--- src/rtl/setpoint_entry.sv ---
`default_nettype none
// +------------------------------------------------------------------------+
// | setpoint_entry: button-driven multi-motor BCD setpoint editor with     |
// | per-motor store and valid/ready command output.  Rev 1.0               |
// +------------------------------------------------------------------------+
module setpoint_entry #(
  parameter  int N_MOTORS      = 6,
  parameter  int N_DIGITS      = 3,
  parameter  int REPEAT_DELAY  = 500000,
  parameter  int REPEAT_PERIOD = 100000,
  localparam int MW = (N_MOTORS > 2) ? $clog2(N_MOTORS) : 1,
  localparam int CW = (N_DIGITS > 2) ? $clog2(N_DIGITS) : 1,
  localparam int DW = 4 * N_DIGITS
) (
  input  logic          clk,
  input  logic          rst,
  input  logic          btn_left,
  input  logic          btn_right,
  input  logic          btn_up,
  input  logic          btn_down,
  input  logic          btn_enter,
  output logic [MW-1:0] motor,
  output logic          lock,
  output logic [CW-1:0] cursor,
  output logic [DW-1:0] disp_value,
  output logic          cmd_valid,
  input  logic          cmd_ready,
  output logic [MW-1:0] cmd_motor,
  output logic [DW-1:0] cmd_value
);

  localparam int RMAX = (REPEAT_DELAY > REPEAT_PERIOD) ? REPEAT_DELAY : REPEAT_PERIOD;
  localparam int RW   = $clog2(RMAX + 1);

  typedef enum logic [1:0] {
    S_SELECT = 2'd0,
    S_EDIT   = 2'd1,
    S_COMMIT = 2'd2
  } state_t;

  state_t        r_state;
  logic [4:0]    r_btn_q;
  logic [DW-1:0] r_store [N_MOTORS];
  logic [DW-1:0] r_working;
  logic [RW-1:0] r_rpt_cnt;
  logic          r_rpt_first;

  logic [4:0]    w_lvl;
  logic [4:0]    w_press;
  logic          w_enter, w_left, w_right;
  logic          w_one_vert, w_rpt_step;
  logic          w_inc, w_dec;
  logic [RW-1:0] w_rpt_target;
  logic [3:0]    w_digit, w_digit_next;
  int            w_sh;

  assign w_lvl   = {btn_enter, btn_down, btn_up, btn_right, btn_left};
  assign w_press = w_lvl & ~r_btn_q;
  assign w_enter = w_press[4];
  assign w_left  = w_press[0] & ~w_press[1] & ~w_enter;
  assign w_right = w_press[1] & ~w_press[0] & ~w_enter;

  // Repeat counter is nonzero only while a single vertical button is held
  // after having been pressed in EDIT; it counts cycles since the last step.
  assign w_one_vert   = btn_up ^ btn_down;
  assign w_rpt_target = r_rpt_first ? RW'(REPEAT_DELAY) : RW'(REPEAT_PERIOD);
  assign w_rpt_step   = w_one_vert && !(w_press[2] || w_press[3]) &&
                        (r_rpt_cnt != '0) && (r_rpt_cnt == w_rpt_target);

  always_comb begin
    logic up_ev, dn_ev;
    up_ev = w_press[2] | (w_rpt_step & btn_up);
    dn_ev = w_press[3] | (w_rpt_step & btn_down);
    w_inc = up_ev & ~dn_ev & ~w_enter;
    w_dec = dn_ev & ~up_ev & ~w_enter;
    w_sh  = 4 * (N_DIGITS - 1 - int'(cursor));
    w_digit = r_working[w_sh +: 4];
    w_digit_next = w_digit;
    if (w_inc)
      w_digit_next = (w_digit == 4'd9) ? 4'd0 : w_digit + 4'd1;
    else if (w_dec)
      w_digit_next = (w_digit == 4'd0) ? 4'd9 : w_digit - 4'd1;
  end

  assign disp_value = (r_state == S_SELECT) ? r_store[motor] : r_working;

  always_ff @(posedge clk or posedge rst) begin
    if (rst) begin
      r_state     <= S_SELECT;
      r_btn_q     <= '0;
      r_working   <= '0;
      r_rpt_cnt   <= '0;
      r_rpt_first <= 1'b0;
      motor       <= '0;
      lock        <= 1'b0;
      cursor      <= '0;
      cmd_valid   <= 1'b0;
      cmd_motor   <= '0;
      cmd_value   <= '0;
      for (int i = 0; i < N_MOTORS; i++) r_store[i] <= '0;
    end else begin
      r_btn_q <= w_lvl;
      case (r_state)
        S_SELECT: begin
          r_rpt_cnt <= '0;
          if (w_enter) begin
            r_working <= r_store[motor];
            cursor    <= '0;
            lock      <= 1'b1;
            r_state   <= S_EDIT;
          end else if (w_left) begin
            motor <= (motor == '0) ? MW'(N_MOTORS - 1) : motor - 1'b1;
          end else if (w_right) begin
            motor <= (motor == MW'(N_MOTORS - 1)) ? '0 : motor + 1'b1;
          end
        end
        S_EDIT: begin
          if (w_enter) begin
            cmd_valid <= 1'b1;
            cmd_motor <= motor;
            cmd_value <= r_working;
            r_rpt_cnt <= '0;
            r_state   <= S_COMMIT;
          end else begin
            r_working[w_sh +: 4] <= w_digit_next;
            if (w_left)
              cursor <= (cursor == '0) ? CW'(N_DIGITS - 1) : cursor - 1'b1;
            else if (w_right)
              cursor <= (cursor == CW'(N_DIGITS - 1)) ? '0 : cursor + 1'b1;
            if (!w_one_vert) begin
              r_rpt_cnt <= '0;
            end else if (w_press[2] || w_press[3]) begin
              r_rpt_cnt   <= RW'(1);
              r_rpt_first <= 1'b1;
            end else if (r_rpt_cnt != '0) begin
              if (w_rpt_step) begin
                r_rpt_cnt   <= RW'(1);
                r_rpt_first <= 1'b0;
              end else begin
                r_rpt_cnt <= r_rpt_cnt + 1'b1;
              end
            end
          end
        end
        S_COMMIT: begin
          r_rpt_cnt <= '0;
          if (cmd_ready) begin
            r_store[motor] <= r_working;
            cmd_valid      <= 1'b0;
            lock           <= 1'b0;
            r_state        <= S_SELECT;
          end
        end
        default: r_state <= S_SELECT;
      endcase
    end
  end

endmodule
`default_nettype wire

--- config.mk ---
export PLATFORM = sky130hd
export DESIGN_NAME = setpoint_entry
export DESIGN_NICKNAME = d
export VERILOG_FILES = /design/src/rtl/setpoint_entry.sv
export SDC_FILE = /design/constraint.sdc
export NUM_CORES = 1
export LEC_CHECK = 0
export CORE_ASPECT_RATIO = 1.4
export CORE_UTILIZATION = 60
export DETAILED_ROUTE_END_ITERATION = 6
export GPL_TIMING_DRIVEN = 0
export PLACE_DENSITY_LB_ADDON = 0.1
export SETUP_SLACK_MARGIN = 0.5
export SLEW_MARGIN = 20
export SYNTH_ARGS = -nofsm -noshare
export SYNTH_HDL_FRONTEND = slang
export SYNTH_SLANG_ARGS = --single-unit
--- constraint.sdc ---
create_clock -name clk -period 10 [get_ports clk]
set_input_delay 2.5 -clock clk [delete_from_list [all_inputs] [get_ports clk]]
set_output_delay 2.5 -clock clk [all_outputs]
set_load 0.05 [all_outputs]
# Word level (Yosys, flattened, before mapping)
# Cells that the tools add are included.
# Widths: inputs -> output; s select.
op_classes:
  n_mux: 44
  n_bitwise: 21
  add_sub_neg: 9
  n_eq_ne: 12
  n_lt_le_gt_ge: 2
  reduce_logical: 29
  shift: 3
ops:
  columns: ["operator", "count"]
  rows:
  - ["$mux 19", 6]
  - ["$bwmux 72", 1]
  - ["$mux 12", 6]
  - ["$pmux 19 s2", 1]
  - ["$bmux 12 s3", 1]
  - ["$demux 12 s3", 1]
  - ["$neg 5->33", 1]
  - ["$shift 4x33->12 const A", 1]
  - ["$shiftx 4x33->12", 1]
  - ["$pmux 12 s2", 1]
  - ["$add 19x1->19 const B", 1]
  - ["$eq 19x19->1", 1]
  - ["$reduce_bool 19->1", 1]
  - ["$mux 2", 9]
  - ["$mux 4", 4]
  - ["$reduce_and 3->1", 5]
  - ["$reduce_bool 2->1", 7]
  - ["$bwmux 12", 1]
  - ["$mux 3", 4]
  - ["$shiftx 12x5->4", 1]
  - ["$and 1x1->1", 10]
  - ["$ne 2x2->1 const B", 4]
  - ["$pmux 2 s3", 1]
  - ["$reduce_and 2->1", 3]
  - ["other kinds (33)", 48]
totals:
  output_inout_bits: 34
  word_cells: 137
  register_bits: 133
  inputBits: 8

# Longest topological paths before layout
depth:
  depth_word: 18
  mapped_depth: 14
  mapped_depth_nobuf: 12

# Worst setup path before layout
# Ideal clock, no wire load.
synth_timing:
  path_type: "reg-to-output"
  startpoint: "register motor[0]"
  endpoint: "output disp_value[0]"
  arrival_ps: 3067
  required_time_ps: 7500
  path_buffers: 3
  path_slack_ps: 4433
  stages_incl_launch_ff: 8
  path_cell_list: "dfrtp_1 > buf_2 > clkbuf_1 > buf_1 > mux2i_1 > nor2_1 > a21oi_1 > o21ai_0"
synth_via:
  elab_chain_cells: 5
synth_lines:
  columns: ["element", "line", "text"]
  rows:
  - ["start: declaration", "22", "output logic [MW-1:0] motor,"]
  - ["start signal: assignment", "112", "motor <= (motor == '0) ? MW'(N_MOTORS - 1) : motor - 1'b1;"]
  - ["start signal: assignment", "114", "motor <= (motor == MW'(N_MOTORS - 1)) ? '0 : motor + 1'b1;"]
  - ["$not 3->4 (implied by the code)", "85", "assign disp_value = (r_state == S_SELECT) ? r_store[motor] : r_working;"]
  - ["$bmux 12 s3", "85", null]
  - ["$mux 12 (implied by the code) (2 in a row)", "85", null]
  - ["$mux 12", "85", null]
  - ["end: declaration", "25", "output logic [DW-1:0] disp_value,"]
# No other way between the ends. The select of a mux whose other input is x is not followed.

# Final worst setup path
layout_timing:
  startpoint: "register motor[0]"
  endpoint: "output disp_value[3]"
# The elaborated chain is that of the path after synthesis.

==> results.ini <==
[floorplan]
core_area_um2 = 11000
start_util_pct = 62.3
die_w_um = 92.3
rows = 45
io_pins = 42
die-area_um2 = 11800
die_y_um = 128

[worst_setup_path]
cp-end-kind = output port
critPathLaunchType = register
r2r_start = cursor[0]
cp_data_arrival_time_ps = 3840
worst_ep_required_time_ps = 7500
reg2reg_to = r_working[2]
critical_path_class = register to output port
r2r_cells = 14
crit_path_end = disp_value[3]
cp-startpoint = motor[0]
r2r_setup_slack_ps = 6360
cp_max_fo = 10

[pwr]
leakage_nw = 3.68
power_density_nw_per_um2 = 248
peakVddDrop_mv = 0.161

[placed_design]
hpwl_um = 11700
preCtsSetupSlack_ps = 4150
portBuffers = 41
gp_congestion = 0.862

[yosys]
synth_fp_nets = 635
ys_seq_area_share_pct = 48.6
yosys-top-cells-area = dfrtp_1 49%, mux2_2 15%, mux4_2 3.9%
synthCells = 616
yosys_warnings = 0
syn_area_per_cell_um2 = 11.1
synthFlopType = dfrtp_1
yosys.area.top_type_share_pct = 48.6
synth_cell_types = 58
synth_area_leader_cell = dfrtp_1
ys_ff_latch = 133
syn_area_um2 = 6850
synth-edff-count = 0
async_flop_share_pct = 100

[route]
drt_wl_total_um = 17000
dr.pass1.iters = 5
vias_per_cell = 6.27
vias = 5214
drt_iter0_markers = 421
routedWlPerCell_um = 20.5
ant_nets = 0
drc = 0

[layout]
fin_nets = 696
antenna_cells = 0
drive_gt1_share_pct = 22.8
syn_to_final_growth_pct = 17.7

[clock_tree]
cts_root_buffer = clkbuf_16
ctsResizeCount = 0
clockBufferDepth = 2
insertion_delay_ps = 420
postCtsHoldBufs = 0
post_cts_buffers = 0
numCtsBuffers = 17
cts.sinks = 133
htreeDepth = 4
cts_tree = done
clkTransAtPathRegs_ps = 60

[sta]
worst_pin_slew_ps = 763
fin_ws_ps = 3660
hold_viol = 0
slew_headroom_pct = 49.1
period_share_pct = 63.4
rsz0062_at_grt = false
max_freq_mhz = 158
slew_violations = 0
post-route-min-period_ps = 6340
timing.setup.tns_ps = 0
clock-skew-final_ps = 10.8
finalSetupViolCount = 0

[worst_hold_path]
min_path_type = register to register

[global_routing]
grt_max_degree = 72
grt_pass1_vias = 5424
antenna_found_initial = 0
grt-ovfl-total = 0
grt_pass1_wl_um = 28000
grt.total_usage_pct = 31.1

[flow_run]
drv_cap = 0

[outcome]
status = finished, final reports clean

report_power, final:
group / switching, mW / internal (mW) / leakage [nW]
Sequential: 0.0471 / 0.603 / 1.80
Combinational: 0.484 / 0.240 / 1.60
Clock: 0.244 / 0.376 / 0.280
kinds of logic (layout without fill, tap and decap cells):
| group | count (synthesis) | after routing | share of synthesized area [%] |
|---|---|---|---|
| AO/OA/AOI/OAI | 111 | 111 | 10.2 |
| XOR/XNOR | 16 | 16 | 2.05 |
| adder cells (fa/ha/maj) | 11 | 11 | 2.01 |
| buffers and inverters | 54 | 128 | 3.14 |
| flip-flops | 133 | 133 | 48.6 |
| multiplexers | 118 | 118 | 21.1 |
| AND/OR/NAND/NOR | 173 | 173 | 12.9 |
synthesized netlist by cell type (12+ instances only):
cell,number
o21ai_0,44
buf_1,12
clkbuf_1,21
mux4_2,12
nand2b_1,12
mux2_2,91
dfrtp_1,133
inv_1,16
nand2_1,52
mux2i_1,15
a21oi_1,27
nor2_1,40
critical path, cell delays in order (launching register included):
cell and delay [ps]:
dfrtp_1 360, buf_2 360, clkbuf_1 580, buf_1 550
mux2i_1 180, nor2_1 120, a21oi_1 80, o21ai_0 330
clkdlybuf4s50_1 870
metrics by stage:
stage	instances	hold slack (ps)	util, %	cell area [µm²]	total power, mW
after CTS	831	482	73.4	8060	1.99
after floorplan	616	445	-	6850	1.15
final	831	480	73.4	8060	1.99
after global placement	798	458	67.7	7430	1.35
after detailed placement	799	466	68.0	7460	1.37
after global routing	831	510	73.4	8060	2.08
placed cells by master, fill, tap and decap left out, types with 3 or more instances in the layout:
cell type        instances
inv_6                    3
a21oi_1                 27
clkinv_4                 5
o21ai_0                 44
xor2_1                   9
nor3_1                   9
buf_1                   12
nand2b_1                12
dfrtp_1                133
inv_1                   15
clkbuf_1                22
or3_1                    3
buf_2                    4
nand4_1                 10
nor2_1                  40
nor2b_1                  6
mux2_2                  91
clkdlybuf4s50_1         41
o221ai_1                 3
mux2i_1                 15
a22oi_1                  5
mux4_2                  12
clkinvlp_4               3
nand2_1                 52
nor3b_1                  3
ha_1                    11
and3_1                  10
clkbuf_16               17
a21o_1                   4
o21ai_1                  7
nand3_1                  9
xnor2_1                  7
nor4_1                   3
how the worst min path moves through the flow:
stage / startpoint / endpoint / cells past startpoint / slack, ps
3_3_place_gp: r_store[69] / r_store[69] / 2 / 460
2_1_floorplan: r_store[45] / r_store[45] / 2 / 440
6_report: r_store[21] / r_store[21] / 2 / 480
4_1_cts: r_store[21] / r_store[21] / 2 / 480
5_1_grt: r_store[34] / r_store[34] / 1 / 510
3_5_place_dp: r_store[45] / r_store[45] / 2 / 470
layer usage:
| metal | vias up | share of wire, % | GRT usage, % |
|---|---|---|---|
| met1 | 2655 | 40 | 37.1 |
| met3 | 48 | 3.8 | 5.79 |
| met5 | - | 0 | 0 |
| met2 | 169 | 53 | 55.0 |
| li1 | 2342 | - | - |
| met4 | 0 | 3.1 | 13.7 |
cell type report:
| type | instances | area [µm²] |
|---|---|---|
| well taps | 141 | 176 |
| clock buffers | 19 | 443 |
| repair buffers | 42 | 438 |
| plain buffers | 38 | 155 |
| clock inverters | 13 | 149 |
| multi-input cells | 429 | 3300 |
| flip-flops and latches | 133 | 3330 |
| fillers | 754 | 2920 |
| inverters | 16 | 65.1 |
flip-flops by register name, summed over array words and instances (netlist names):
register / cells
cmd_valid: 1
r_rpt_cnt: 19
cursor: 2
r_working: 12
motor: 3
r_rpt_first: 1
r_btn_q: 5
r_state: 2
lock: 1
cmd_motor: 3
r_store: 72
cmd_value: 12
Power figures use the tool's default switching activity.
